`src/rtl/uart_tx_fifo_if.sv`:
```
// uart_tx_fifo_if: CPU push port, status and emitter valid/ready handshake of the UART TX FIFO.
interface uart_tx_fifo_if #(parameter int DEPTH = 16);
  localparam int AW = $clog2(DEPTH);
  logic          wr_en;
  logic [7:0]    wr_data;
  logic          full;
  logic          empty;
  logic [AW:0]   level;
  logic          overflow;
  logic          ovf_clr;
  logic [7:0]    o_data;
  logic          o_valid;
  logic          i_ready;
  modport master (output wr_en, wr_data, ovf_clr, i_ready,
                  input full, empty, level, overflow, o_data, o_valid);
  modport slave  (input wr_en, wr_data, ovf_clr, i_ready,
                  output full, empty, level, overflow, o_data, o_valid);
endinterface

```
`src/rtl/uart_tx_fifo.sv`:
```
// uart_tx_fifo: first-word-fall-through byte FIFO from CPU IO writes to the UART emitter.
// Defining UART_TX_FIFO_IRQ_EN adds a registered low-water irq output (level <= THRESH).
module uart_tx_fifo #(
  parameter int DEPTH = 16
`ifdef UART_TX_FIFO_IRQ_EN
  , parameter int THRESH = 4
`endif
) (
  input  logic clk,
  input  logic resetn,
`ifdef UART_TX_FIFO_IRQ_EN
  output logic irq,
`endif
  uart_tx_fifo_if.slave bus
);
  localparam int AW = $clog2(DEPTH);
  logic [7:0]    mem_q [DEPTH];
  logic [AW-1:0] wr_ptr_q, rd_ptr_q;
  logic [AW:0]   level_q, level_d;
  logic          ovf_q, ovf_d, push, pop, drop;
  // Status comes only from the registered level, so full never sees a same-cycle pop.
  assign bus.full     = level_q == (AW+1)'(DEPTH);
  assign bus.empty    = level_q == '0;
  assign bus.level    = level_q;
  assign bus.overflow = ovf_q;
  assign bus.o_valid  = !bus.empty;
  assign bus.o_data   = mem_q[rd_ptr_q];
  assign push = bus.wr_en && !bus.full;
  assign drop = bus.wr_en && bus.full;
  assign pop  = bus.o_valid && bus.i_ready;
  always_comb begin
    level_d = push && !pop ? level_q + (AW+1)'(1) : !push && pop ? level_q - (AW+1)'(1) : level_q;
    ovf_d   = drop ? 1'b1 : bus.ovf_clr ? 1'b0 : ovf_q;
  end
  always_ff @(posedge clk or negedge resetn) begin
    if (!resetn) begin
      wr_ptr_q <= '0;
      rd_ptr_q <= '0;
      level_q  <= '0;
      ovf_q    <= 1'b0;
    end else begin
      wr_ptr_q <= push ? wr_ptr_q + AW'(1) : wr_ptr_q;
      rd_ptr_q <= pop ? rd_ptr_q + AW'(1) : rd_ptr_q;
      level_q  <= level_d;
      ovf_q    <= ovf_d;
    end
  end
  always_ff @(posedge clk) begin
    if (push) mem_q[wr_ptr_q] <= bus.wr_data;
  end
`ifdef UART_TX_FIFO_IRQ_EN
  logic irq_q;
  always_ff @(posedge clk or negedge resetn) begin
    if (!resetn) irq_q <= 1'b1;
    else irq_q <= level_d <= (AW+1)'(THRESH);
  end
  assign irq = irq_q;
`endif
endmodule

```
`src/flat_wrapper.sv`:
```
// flat-port wrapper written by rule: the top's interface ports become plain ports
module uart_tx_fifo_flat 
#(
  parameter int DEPTH = 16

)
  (clk, resetn, bus_wr_en, bus_wr_data, bus_ovf_clr, bus_i_ready, bus_full, bus_empty, bus_level, bus_overflow, bus_o_data, bus_o_valid);
  uart_tx_fifo_if #(.DEPTH(DEPTH)) bus_i ();
  input  logic clk;
  input  logic resetn;
  input wire logic [$bits(bus_i.wr_en)-1:0] bus_wr_en;
  input wire logic [$bits(bus_i.wr_data)-1:0] bus_wr_data;
  input wire logic [$bits(bus_i.ovf_clr)-1:0] bus_ovf_clr;
  input wire logic [$bits(bus_i.i_ready)-1:0] bus_i_ready;
  output wire logic [$bits(bus_i.full)-1:0] bus_full;
  output wire logic [$bits(bus_i.empty)-1:0] bus_empty;
  output wire logic [$bits(bus_i.level)-1:0] bus_level;
  output wire logic [$bits(bus_i.overflow)-1:0] bus_overflow;
  output wire logic [$bits(bus_i.o_data)-1:0] bus_o_data;
  output wire logic [$bits(bus_i.o_valid)-1:0] bus_o_valid;
  assign bus_i.wr_en = bus_wr_en;
  assign bus_i.wr_data = bus_wr_data;
  assign bus_i.ovf_clr = bus_ovf_clr;
  assign bus_i.i_ready = bus_i_ready;
  assign bus_full = bus_i.full;
  assign bus_empty = bus_i.empty;
  assign bus_level = bus_i.level;
  assign bus_overflow = bus_i.overflow;
  assign bus_o_data = bus_i.o_data;
  assign bus_o_valid = bus_i.o_valid;
  uart_tx_fifo #(.DEPTH(DEPTH)) u_core (.clk(clk), .resetn(resetn), .bus(bus_i));
endmodule
```
`config.mk`:
```
export PLATFORM = sky130hd
export DESIGN_NAME = uart_tx_fifo_flat
export DESIGN_NICKNAME = d
export VERILOG_FILES = /design/src/rtl/uart_tx_fifo_if.sv /design/src/rtl/uart_tx_fifo.sv /design/src/flat_wrapper.sv
export SDC_FILE = /design/constraint.sdc
export NUM_CORES = 1
export LEC_CHECK = 0
export ABC_AREA = 0
export CAP_MARGIN = 25
export CORE_ASPECT_RATIO = 1.2
export CORE_MARGIN = 2
export CORE_UTILIZATION = 25
export DETAILED_ROUTE_END_ITERATION = 12
export PLACE_DENSITY_LB_ADDON = 0.05
export SETUP_SLACK_MARGIN = 0.02
export SLEW_MARGIN = 20
export SYNTH_ARGS = -nofsm -noshare
export SYNTH_HDL_FRONTEND = slang
export SYNTH_SLANG_ARGS = --single-unit
```
`constraint.sdc`:
```
create_clock -name clk -period 3.2 [get_ports clk]
set_input_delay 0.32 -clock clk [delete_from_list [all_inputs] [get_ports clk]]
set_output_delay 0.32 -clock clk [all_outputs]
set_load 0.02 [all_outputs]
```
==> results.tsv <==
metric	value	unit
Synth async-reset ratio	0.09859	
M3 GR Usage	0.02756	
crit path max fanout	12	
Yosys cell types	35	
PortBufs	29	
standby leakage power	2.533	nW
Clock Path Buffers	2	
post-layout util	0.3158	
Post-synth EDFFs	128	
Die H	171.7	um
Layout area overhead	24.62	%
# DRC	0	
final hold vios	0	
CP required	2880	ps
Layout Skew	8.177	ps
TritonCTS Buffers	17	
register area share after synthesis	0.7158	
dominant register cell in the synthesized netlist	edfxtp_1	
slowest CP cell	clkdlybuf4s50_1	
yosys warns	0	
CTS root buf	clkbuf_16	
CTS sink count	142	
Routed WL	14.38	mm
first-pass GRT wire length	21.45	mm
post-route ant nets	0	
CP startpoint kind	flip-flop	
H-tree depth	4	
First-pass DRT Iterations	5	
cells along the critical path	buf_4 > clkbuf_16 > mux2i_1 > a221oi_1 > buf_4 > a22oi_1 > nand2_1 > clkdlybuf4s50_1	
Logic pwr share	0.357	
Worst Tran Pin Value	761.7	ps
Hold Crit Class	in -> async	
r2r worst-path depth	10	
Die Area	24680	sq um
GR Util All Layers	0.1249	
setup violators final	0	
Placeable Area	23130	sq um
worst-skew pair later-pin latency	410	ps
share of post-route cells with drive strength above 1	0.2323	
DR vias/cell	4.257	
GPL Wtd Cong	0.7319	
largest net degree at the start of global routing	26	
sequential fraction of design power	0.351	
Pint	0.004731	W
Largest stage delay, worst path	600	ps
Mapped Area	5859	sq um
gr busiest metal	met2	
RSZ-0062 raised after global routing	no	
WP depth	8	
clock power share	0.292	
worst path bufs/invs	4	
synthesized instance count	322	
detailed-route via count	3027	
Finished Cell Area	7302	sq um
routed len/inst	20.23	um
Yosys top cell by area	edfxtp_1	
Worst-path clk slew	60	ps
P per Cell Area	967.0	nW/um^2
initial core utilization	0.2534	
Max VDD drop	0.0003838	V
initial antenna violation count	0	
final worst-path cycle share	0.9311	
dpl hpwl	9.611	mm
register bit total from synthesis	142	
Post-DP Area	6635	sq um
M2 GR Usage	0.2002	
FMAX	0.3356	GHz
Min Hold Slack	316.3	ps
Sw Ratio	0.3299	
Max Slew Vio Count	0	
Crit path max-delay family	buffers and inverters	
ranking of synthesized cells by area	edfxtp_1, mux4_2, dfrtp_1, mux2i_1, a221oi_2	
# IOs	30	
Layout Nets	406	
Crit path top cell by count	buf_4	
TNS Setup	0	ps
GR Overflow Total	0	
Net Switching	0.002330	W
outcome	completed	
Max-slew headroom	0.4906	
Avg Cell Area, Syn	18.20	sq um
Iteration-0 DRC Markers	147	
Tmin final	2979	ps
max cap viols	0	
num rows	61	
Crit path arrival time	2660	ps
Antenna Cells	0	
Post-Syn Nets	345	
WS Path Type	reg -> out	
CTS tree	built	
critical path capture point type	output pin	
top-area cell type share of the netlist area	0.6560	
die width	143.8	um
routing usage on met1	0.1671	
number of global-route vias before repair	3198	
==> power by group through the flow <==
stage / combinational (W) / sequential [W] / clock (W)
2_1_floorplan: 0.00164 / 0.00246 / 0
3_3_place_gp: 0.00253 / 0.00252 / 0
3_5_place_dp: 0.00251 / 0.00252 / 0
4_1_cts: 0.00252 / 0.00249 / 0.00212
5_1_grt: 0.00276 / 0.00251 / 0.00221
6_report: 0.00252 / 0.00248 / 0.00206
==> through the flow <==
step | setup slack [ps] | std cells | total power [W]
3_3_place_gp | 493.5 | 676 | 0.005044
2_1_floorplan | 486.4 | 322 | 0.004091
4_1_cts | 92.48 | 708 | 0.007129
5_1_grt | 84.31 | 711 | 0.007471
3_5_place_dp | 433.0 | 676 | 0.005030
6_report | 220.5 | 711 | 0.007061
==> routing by layer <==
metal  routed length (um)  vias up
li1                     -     1394
met1                 6760     1581
met2                 7027       42
met3                  425       10
met4                  170        0
met5                    0        -
==> final timing paths <==
check                                      end  slack, ps                start
setup / recovery                 bus_o_data[0]        220   u_core.rd_ptr_q[0]
hold / removal             u_core.bus.level[0]        320               resetn
setup reg to reg           u_core.bus.level[4]        450  u_core.bus.level[1]
hold reg to reg            u_core.bus.overflow        520  u_core.bus.overflow
max in group asynchronous   u_core.rd_ptr_q[0]       2400               resetn
min in group clk           u_core.bus.overflow        500          bus_ovf_clr
==> cell usage in the layout, fill, tap and decap left out, types with 3 or more instances in the layout <==
cell             netlist  layout
a22oi_1                8       8
xnor2_1                9       9
a221oi_1               7       6
mux2i_1               33      33
nor3_1                 4       4
clkdlybuf4s50_1        0      29
buf_4                  2      27
bufinv_16              0       4
dfrtp_1               14      13
edfxtp_1             128     128
clkinv_2               0       3
nand2_1               17      17
clkbuf_16              0      18
nor2_1                14      14
ha_1                   9       9
o21ai_0               11      11
clkinvlp_4             0       4
inv_1                  6       6
nand2b_1               3       3
mux4_2                16      16
a221oi_2               9      10
==> synth_stat cells (2+ instances only) <==
cell type / instances
edfxtp_1: 128
mux2i_1: 33
nand2_1: 17
mux4_2: 16
dfrtp_1: 14
nor2_1: 14
o21ai_0: 11
a221oi_2: 9
ha_1: 9
xnor2_1: 9
a22oi_1: 8
a221oi_1: 7
buf_6: 7
inv_1: 6
nor3_1: 4
clkbuf_1: 3
nand2b_1: 3
a21o_1: 2
a21oi_1: 2
buf_1: 2
buf_2: 2
buf_4: 2
nand4_1: 2
==> worst register-to-register path, delay by kind of cell, from the launching register on <==
kind / cells / cell delay, ps
AO/OA/AOI/OAI: 2 / 380
multiplexers: 1 / 230
XOR/XNOR: 1 / 130
AND/OR/NAND/NOR: 3 / 750
buffers and inverters: 1 / 110
flip-flops: 1 / 470
adder cells (fa/ha/maj): 2 / 620
==> sequential cells by signal, indices dropped and copies added, names as in the netlist <==
| signal | flops |
|---|---|
| u_core.bus.level | 5 |
| u_core.bus.overflow | 1 |
| u_core.mem_q | 128 |
| u_core.rd_ptr_q | 4 |
| u_core.wr_ptr_q | 4 |
==> timing repair <==
| item | 4_1_cts | 5_1_grt |
|---|---|---|
| hold buffers | 0 | 0 |
| setup endpoints to repair | 0 | 4 |
| buffers inserted | 0 | 2 |
| gates resized for setup | 0 | 1 |
| hold endpoints to repair | 0 | 0 |
==> cell type report <==
cell class	instances	area (sq um)
sequential	142	4195
multi-input combinational	157	1511
inverter	6	22.52
fill	2279	15820
tap	315	394.1
clock buffer	17	425.4
clock inverter	15	195.2
timing repair buffer	59	558.0
==> cells by family after synthesis <==
| group | share of synthesized area |
|---|---|
| AO/OA/AOI/OAI | 0.06086 |
| XOR/XNOR | 0.01495 |
| adder cells (fa/ha/maj) | 0.02264 |
| buffers and inverters | 0.02733 |
| flip-flops | 0.7158 |
| multiplexers | 0.1217 |
| AND/OR/NAND/NOR | 0.03673 |
No activity file was read; power rests on OpenSTA's default activity.
